$ cat config.mk
export PLATFORM = sky130hd
export DESIGN_NAME = mem_sram_ctrl_flat
export DESIGN_NICKNAME = d
export VERILOG_FILES = /design/src/rtl/mem_sram_ctrl_if.sv /design/src/rtl/mem_sram_ctrl.sv /design/src/flat_wrapper.sv
export SDC_FILE = /design/constraint.sdc
export NUM_CORES = 1
export LEC_CHECK = 0
export BUFFER_PORTS_ARGS = -buffer_cell sky130_fd_sc_hd__buf_2
export CAP_MARGIN = 20
export CORE_UTILIZATION = 45
export DETAILED_ROUTE_END_ITERATION = 7
export GPL_TIMING_DRIVEN = 1
export MAX_ROUTING_LAYER = met4
export PLACE_DENSITY = 0.71
export SYNTH_ARGS = -nofsm -noshare
export SYNTH_HDL_FRONTEND = slang
export SYNTH_SLANG_ARGS = --single-unit
$ cat constraint.sdc
create_clock -name clk -period 5.2 [get_ports clk]
set_clock_uncertainty 0.15 [all_clocks]
set_input_delay 0.52 -clock clk [delete_from_list [all_inputs] [get_ports clk]]
set_output_delay 0.52 -clock clk [all_outputs]
set_load 0.005 [all_outputs]
$ cat src/rtl/mem_sram_ctrl_if.sv
// Bus between the pipeline memory stage, the SRAM controller and the 16-bit SRAM pins.
// The slave modport belongs to the controller; the master modport belongs to the core/SRAM side.
interface mem_sram_ctrl_if;
  logic        mem_read;
  logic        mem_write;
  logic [31:0] address;
  logic [31:0] write_data;
  logic [31:0] read_data;
  logic        ready;
  logic [17:0] sram_addr;
  logic        sram_we_n;
  logic [15:0] sram_dq_out;
  logic        sram_dq_oe;
  logic [15:0] sram_dq_in;

  modport slave (
    input  mem_read, mem_write, address, write_data, sram_dq_in,
    output read_data, ready, sram_addr, sram_we_n, sram_dq_out, sram_dq_oe
  );

  modport master (
    output mem_read, mem_write, address, write_data, sram_dq_in,
    input  read_data, ready, sram_addr, sram_we_n, sram_dq_out, sram_dq_oe
  );
endinterface

$ cat src/rtl/mem_sram_ctrl.sv
// Splits each 32-bit load/store into two 16-bit SRAM phases (low half, then high half),
// freezing the pipeline through ready until the access completes.
//
// state | meaning
// IDLE  | no access in flight; a request is latched and ready drops
// LOW   | SRAM access to half-word {word_addr,0}, WAIT_CYCLES+1 cycles
// HIGH  | SRAM access to half-word {word_addr,1}, WAIT_CYCLES+1 cycles
// DONE  | one-cycle ready pulse, then back to IDLE
module mem_sram_ctrl #(
  parameter logic [31:0] BASE_ADDR   = 32'd1024,
  parameter int unsigned WAIT_CYCLES = 1
) (
  input logic             clk,
  input logic             rst_n,
  mem_sram_ctrl_if.slave  bus
);

  typedef enum logic [1:0] {
    IDLE = 2'd0,
    LOW  = 2'd1,
    HIGH = 2'd2,
    DONE = 2'd3
  } state_e;

  localparam logic [2:0] WAIT_LAST = 3'(WAIT_CYCLES);

  state_e      state_q,       state_d;
  logic [2:0]  cnt_q,         cnt_d;
  logic [16:0] word_addr_q,   word_addr_d;
  logic [31:0] wdata_q,       wdata_d;
  logic        op_wr_q,       op_wr_d;
  logic [31:0] read_data_q,   read_data_d;
  logic [17:0] sram_addr_q,   sram_addr_d;
  logic        sram_we_n_q,   sram_we_n_d;
  logic [15:0] sram_dq_out_q, sram_dq_out_d;
  logic        sram_dq_oe_q,  sram_dq_oe_d;

  logic        req;
  logic        phase_last;
  logic [16:0] word_addr_calc;

  assign req            = bus.mem_read | bus.mem_write;
  assign phase_last     = (cnt_q == WAIT_LAST);
  // Subtraction wraps for addresses below BASE_ADDR; only the 17-bit word index is kept.
  assign word_addr_calc = 17'((bus.address - BASE_ADDR) >> 2);

  always_comb begin
    state_d     = state_q;
    cnt_d       = cnt_q;
    word_addr_d = word_addr_q;
    wdata_d     = wdata_q;
    op_wr_d     = op_wr_q;
    read_data_d = read_data_q;

    case (state_q)
      IDLE: begin
        if (req) begin
          word_addr_d = word_addr_calc;
          wdata_d     = bus.write_data;
          op_wr_d     = bus.mem_write;
          cnt_d       = 3'd0;
          state_d     = LOW;
        end
      end
      LOW: begin
        if (phase_last) begin
          cnt_d   = 3'd0;
          state_d = HIGH;
          if (!op_wr_q) read_data_d[15:0] = bus.sram_dq_in;
        end else begin
          cnt_d = cnt_q + 3'd1;
        end
      end
      HIGH: begin
        if (phase_last) begin
          cnt_d   = 3'd0;
          state_d = DONE;
          if (!op_wr_q) read_data_d[31:16] = bus.sram_dq_in;
        end else begin
          cnt_d = cnt_q + 3'd1;
        end
      end
      DONE: begin
        state_d = IDLE;
      end
      default: begin
        state_d = IDLE;
      end
    endcase

    // SRAM pins are registered, so they are derived from the state being entered.
    sram_addr_d   = 18'd0;
    sram_we_n_d   = 1'b1;
    sram_dq_out_d = 16'd0;
    sram_dq_oe_d  = 1'b0;
    if (state_d == LOW) begin
      sram_addr_d = {word_addr_d, 1'b0};
      if (op_wr_d) begin
        sram_we_n_d   = 1'b0;
        sram_dq_oe_d  = 1'b1;
        sram_dq_out_d = wdata_d[15:0];
      end
    end else if (state_d == HIGH) begin
      sram_addr_d = {word_addr_d, 1'b1};
      if (op_wr_d) begin
        sram_we_n_d   = 1'b0;
        sram_dq_oe_d  = 1'b1;
        sram_dq_out_d = wdata_d[31:16];
      end
    end
  end

  always_ff @(posedge clk or negedge rst_n) begin
    if (!rst_n) begin
      state_q       <= IDLE;
      cnt_q         <= 3'd0;
      word_addr_q   <= 17'd0;
      wdata_q       <= 32'd0;
      op_wr_q       <= 1'b0;
      read_data_q   <= 32'd0;
      sram_addr_q   <= 18'd0;
      sram_we_n_q   <= 1'b1;
      sram_dq_out_q <= 16'd0;
      sram_dq_oe_q  <= 1'b0;
    end else begin
      state_q       <= state_d;
      cnt_q         <= cnt_d;
      word_addr_q   <= word_addr_d;
      wdata_q       <= wdata_d;
      op_wr_q       <= op_wr_d;
      read_data_q   <= read_data_d;
      sram_addr_q   <= sram_addr_d;
      sram_we_n_q   <= sram_we_n_d;
      sram_dq_out_q <= sram_dq_out_d;
      sram_dq_oe_q  <= sram_dq_oe_d;
    end
  end

  // ready is combinational so the accept cycle itself already freezes the pipeline.
  assign bus.ready       = (state_q == IDLE) ? ~req : (state_q == DONE);
  assign bus.read_data   = read_data_q;
  assign bus.sram_addr   = sram_addr_q;
  assign bus.sram_we_n   = sram_we_n_q;
  assign bus.sram_dq_out = sram_dq_out_q;
  assign bus.sram_dq_oe  = sram_dq_oe_q;

endmodule

$ cat src/flat_wrapper.sv
// flat-port wrapper written by rule: the top's interface ports become plain ports
module mem_sram_ctrl_flat 
#(
  parameter logic [31:0] BASE_ADDR   = 32'd1024,
  parameter int unsigned WAIT_CYCLES = 1
)
  (clk, rst_n, bus_mem_read, bus_mem_write, bus_address, bus_write_data, bus_sram_dq_in, bus_read_data, bus_ready, bus_sram_addr, bus_sram_we_n, bus_sram_dq_out, bus_sram_dq_oe);
  mem_sram_ctrl_if bus_i ();
  input logic clk;
  input logic rst_n;
  input wire logic [$bits(bus_i.mem_read)-1:0] bus_mem_read;
  input wire logic [$bits(bus_i.mem_write)-1:0] bus_mem_write;
  input wire logic [$bits(bus_i.address)-1:0] bus_address;
  input wire logic [$bits(bus_i.write_data)-1:0] bus_write_data;
  input wire logic [$bits(bus_i.sram_dq_in)-1:0] bus_sram_dq_in;
  output wire logic [$bits(bus_i.read_data)-1:0] bus_read_data;
  output wire logic [$bits(bus_i.ready)-1:0] bus_ready;
  output wire logic [$bits(bus_i.sram_addr)-1:0] bus_sram_addr;
  output wire logic [$bits(bus_i.sram_we_n)-1:0] bus_sram_we_n;
  output wire logic [$bits(bus_i.sram_dq_out)-1:0] bus_sram_dq_out;
  output wire logic [$bits(bus_i.sram_dq_oe)-1:0] bus_sram_dq_oe;
  assign bus_i.mem_read = bus_mem_read;
  assign bus_i.mem_write = bus_mem_write;
  assign bus_i.address = bus_address;
  assign bus_i.write_data = bus_write_data;
  assign bus_i.sram_dq_in = bus_sram_dq_in;
  assign bus_read_data = bus_i.read_data;
  assign bus_ready = bus_i.ready;
  assign bus_sram_addr = bus_i.sram_addr;
  assign bus_sram_we_n = bus_i.sram_we_n;
  assign bus_sram_dq_out = bus_i.sram_dq_out;
  assign bus_sram_dq_oe = bus_i.sram_dq_oe;
  mem_sram_ctrl #(.BASE_ADDR(BASE_ADDR), .WAIT_CYCLES(WAIT_CYCLES)) u_core (.clk(clk), .rst_n(rst_n), .bus(bus_i));
endmodule
==> metrics.md <==
| Metric | Value |
|---|---|
| Root Buffer | clkbuf_16 |
| Cts hold-fix bufs | 0 |
| Grt ovf | 0 |
| FF-to-FF Start | u_core.state_q[0] |
| Worst EP arrival | 2520 ps |
| Yosys top cell area share | 60.0% |
| Status | complete, no violations |
| Lkg Pwr | 3.37 nW |
| Yosys warnings | 0 |
| Synthesized area | 5090 um^2 |
| WL/cell | 15.4 um |
| Setup Viol. Count Final | 0 |
| CTS sink count | 123 |
| Register area | 3080 um^2 |
| # rows | 38 |
| Async SR Flop Fraction | 100% |
| Number of synthesized register bits | 123 |
| Non-Filler Cell Area, Final | 6520 um^2 |
| Max Fclk | 314 MHz |
| Count leader, synth | dfrtp_1 |
| Final Routed Wirelength | 10,600 um |
| First-pass GRT wire length | 16,500 um |
| Initial DRT Pass Iterations | 4 |
| Core Area | 10,900 um^2 |
| CP Max Fanout | 33 |
| Multi-input logic area | 1760 um^2 |
| EDFF count, synth | 0 |
| Crit Path Class | reg2out |
| Vias in the first global route | 3,514 |
| Vias after detailed routing | 3,433 |
| Syn_nets | 480 |
| Worst EP required | 4530 ps |
| Full die area | 11,700 um^2 |
| Ant. Diodes | 0 |
| GPL Wtd Cong | 0.803 |
| Vias per std cell | 5.00 |
| Placed Area | 5870 um^2 |
| Worst setup EP type | primary output |
| Clock tree buffer depth | 2 |
| CP Launch Point | u_core.state_q[0] |
| Hold Fails Final Rpt | 0 |
| Final worst slack | 2010 ps |
| Initial antenna violation count | 0 |
| CTS tree | yes |
| Unrepaired setup endpoints after global routing | false |
| Pwr Density | 650 nW/um^2 |
| Mapped Cells | 391 |
| PostCTS Resize Cnt | 0 |
| HPWL Detailed | 7070 um |
| Num CTS Buffers | 17 |
| Total chip power | 4.24 mW |
| Worst Hold Class | in2async |
| Layout Cells excl Fill | 687 |
| Die W | 108 um |
| DP Worst Slack | 2170 ps |
| H-tree Lvls | 4 |
| Main synth FF type | dfrtp_1 |
| Post-route ant nets | 0 |
| Chip Height | 108 um |
| Synth Area per Inst | 13.0 um^2 |
| Startpoint types | flip-flop |
| Fin Setup TNS | 0 ps |
| Min Hold Slack | 111 ps |
| Residual DRC | 0 |
| Max_slew headroom | 35.2% |
| Final core occ | 59.7% |
| Clock Pin Slew Worst Setup and Hold Paths | 50 ps |
| Pin count of the biggest net entering global routing | 79 |
| Setup bufs post-CTS | 0 |
| Placed cells | 654 |
| Ratio of cells with drive above 1 in the final layout | 41.7% |
| Slew Viols, Final | 0 |
| Tcrit/Tclk final | 61.3% |
| Max Cap Violations | 0 |
| Total GRT Usage | 19.4% |
| Synth area leader | dfrtp_1 |
| Worst-Margin Slew | 971 ps |
| Seq/Total Area, Yosys | 60.5% |
| Starting DRT DRC Count | 86 |
| Input/output buffers | 137 |
| Nets | 623 |
| Initial Util | 46.5% |
| Fin crit period | 3190 ps |
| I/O Pins | 153 |
| Worst skew pair latency | 400 ps |
| Most instantiated cells after synthesis | dfrtp_1 (122), nand2_1 (39), inv_1 (37) |
| Number of library cell types mapped by synthesis | 57 |
| Top post-synthesis cells by area | dfrtp_1 (60%), mux2_2 (6.4%), mux2i_1 (6.3%) |
| Fill count | 896 |
| P&R area growth vs syn | 28.3% |
| Max VDD drop | 0.000283 V |
## critical path, stage by stage (launching register included)
cell     delay, ps
dfrtp_1        470
inv_1          140
ha_1           590
o21a_1         230
buf_4          430
nor2_1         100
buf_2          140
## per-layer routing
metal / wire length [um] / GRT usage, % / vias up
met5: 0 / - / -
met4: 93 / 7.24 / 0
met3: 660 / 6.63 / 8
met2: 5280 / 30.3 / 96
met1: 4540 / 23.5 / 1685
li1: - / - / 1644
## cell type report
type | instances | area share, %
clock buffer | 26 | 8.11
inverter | 37 | 2.13
timing repair buffer | 142 | 11.4
tap | 140 | 2.69
sequential | 123 | 47.2
clock inverter | 6 | 1.61
multi-input combinational | 213 | 26.9
## placed cells by master, fill, tap and decap left out, types with 2 or more instances in the layout
| cell | count |
|---|---|
| o32ai_2 | 11 |
| mux2_1 | 3 |
| xor2_1 | 3 |
| nand2_1 | 39 |
| clkinv_2 | 3 |
| a21o_1 | 2 |
| clkbuf_1 | 2 |
| nand2_2 | 2 |
| xnor2_1 | 2 |
| mux2_2 | 29 |
| a22o_1 | 3 |
| ha_1 | 5 |
| mux2i_1 | 32 |
| o32ai_1 | 5 |
| a21oi_1 | 4 |
| clkbuf_8 | 7 |
| o31a_1 | 2 |
| dfrtp_1 | 122 |
| buf_8 | 2 |
| inv_1 | 37 |
| buf_2 | 136 |
| nor2_1 | 9 |
| or3b_1 | 2 |
| a21boi_0 | 3 |
| o21ai_0 | 6 |
| buf_4 | 4 |
| a211oi_1 | 2 |
| bufinv_16 | 3 |
| clkbuf_16 | 17 |
| nor3_1 | 4 |
| a2111oi_0 | 2 |
| and3_1 | 13 |
| nand3_1 | 4 |
## sequential cells by signal, indices dropped and copies added (netlist names)
signal	cells
u_core.cnt_q	3
u_core.op_wr_q	1
u_core.wdata_q	32
u_core.bus.sram_dq_oe	1
u_core.bus.sram_addr	18
u_core.bus.sram_dq_out	16
u_core.bus.sram_we_n	1
u_core.bus.read_data	32
u_core.state_q	2
u_core.word_addr_q	17
## report_power, final
group	switching (mW)	leakage, nW	internal [mW]
sequential	0.159	1.50	1.39
combinational	0.798	1.55	0.659
clock	0.392	0.316	0.841
total	1.35	3.37	2.89
## cell families (layout without fill, tap and decap cells)
family                   count (synthesis)  count (layout)  share of synthesized area (%)
multiplexers                            64              64                           13.4
XOR/XNOR                                 5               5                          0.861
buffers and inverters                   55             211                           5.09
flip-flops                             123             123                           60.5
adder cells (fa/ha/maj)                  5               5                           1.23
AO/OA/AOI/OAI                           53              53                           10.1
AND/OR/NAND/NOR                         86              86                           8.78
## path summary, 6_finish.rpt
path / cells past startpoint / endpoint / slack [ps]
worst max-delay path: 6 / bus_ready / 2010
worst min-delay path: 1 / u_core.wdata_q[27] / 110
worst max register to register: 6 / u_core.bus.sram_dq_out[13] / 2190
worst min register to register: 2 / u_core.word_addr_q[13] / 310
max in group asynchronous: 2 / u_core.word_addr_q[8] / 3600
min in group clk: 3 / u_core.word_addr_q[7] / 180
Power figures use the tool's default switching activity.
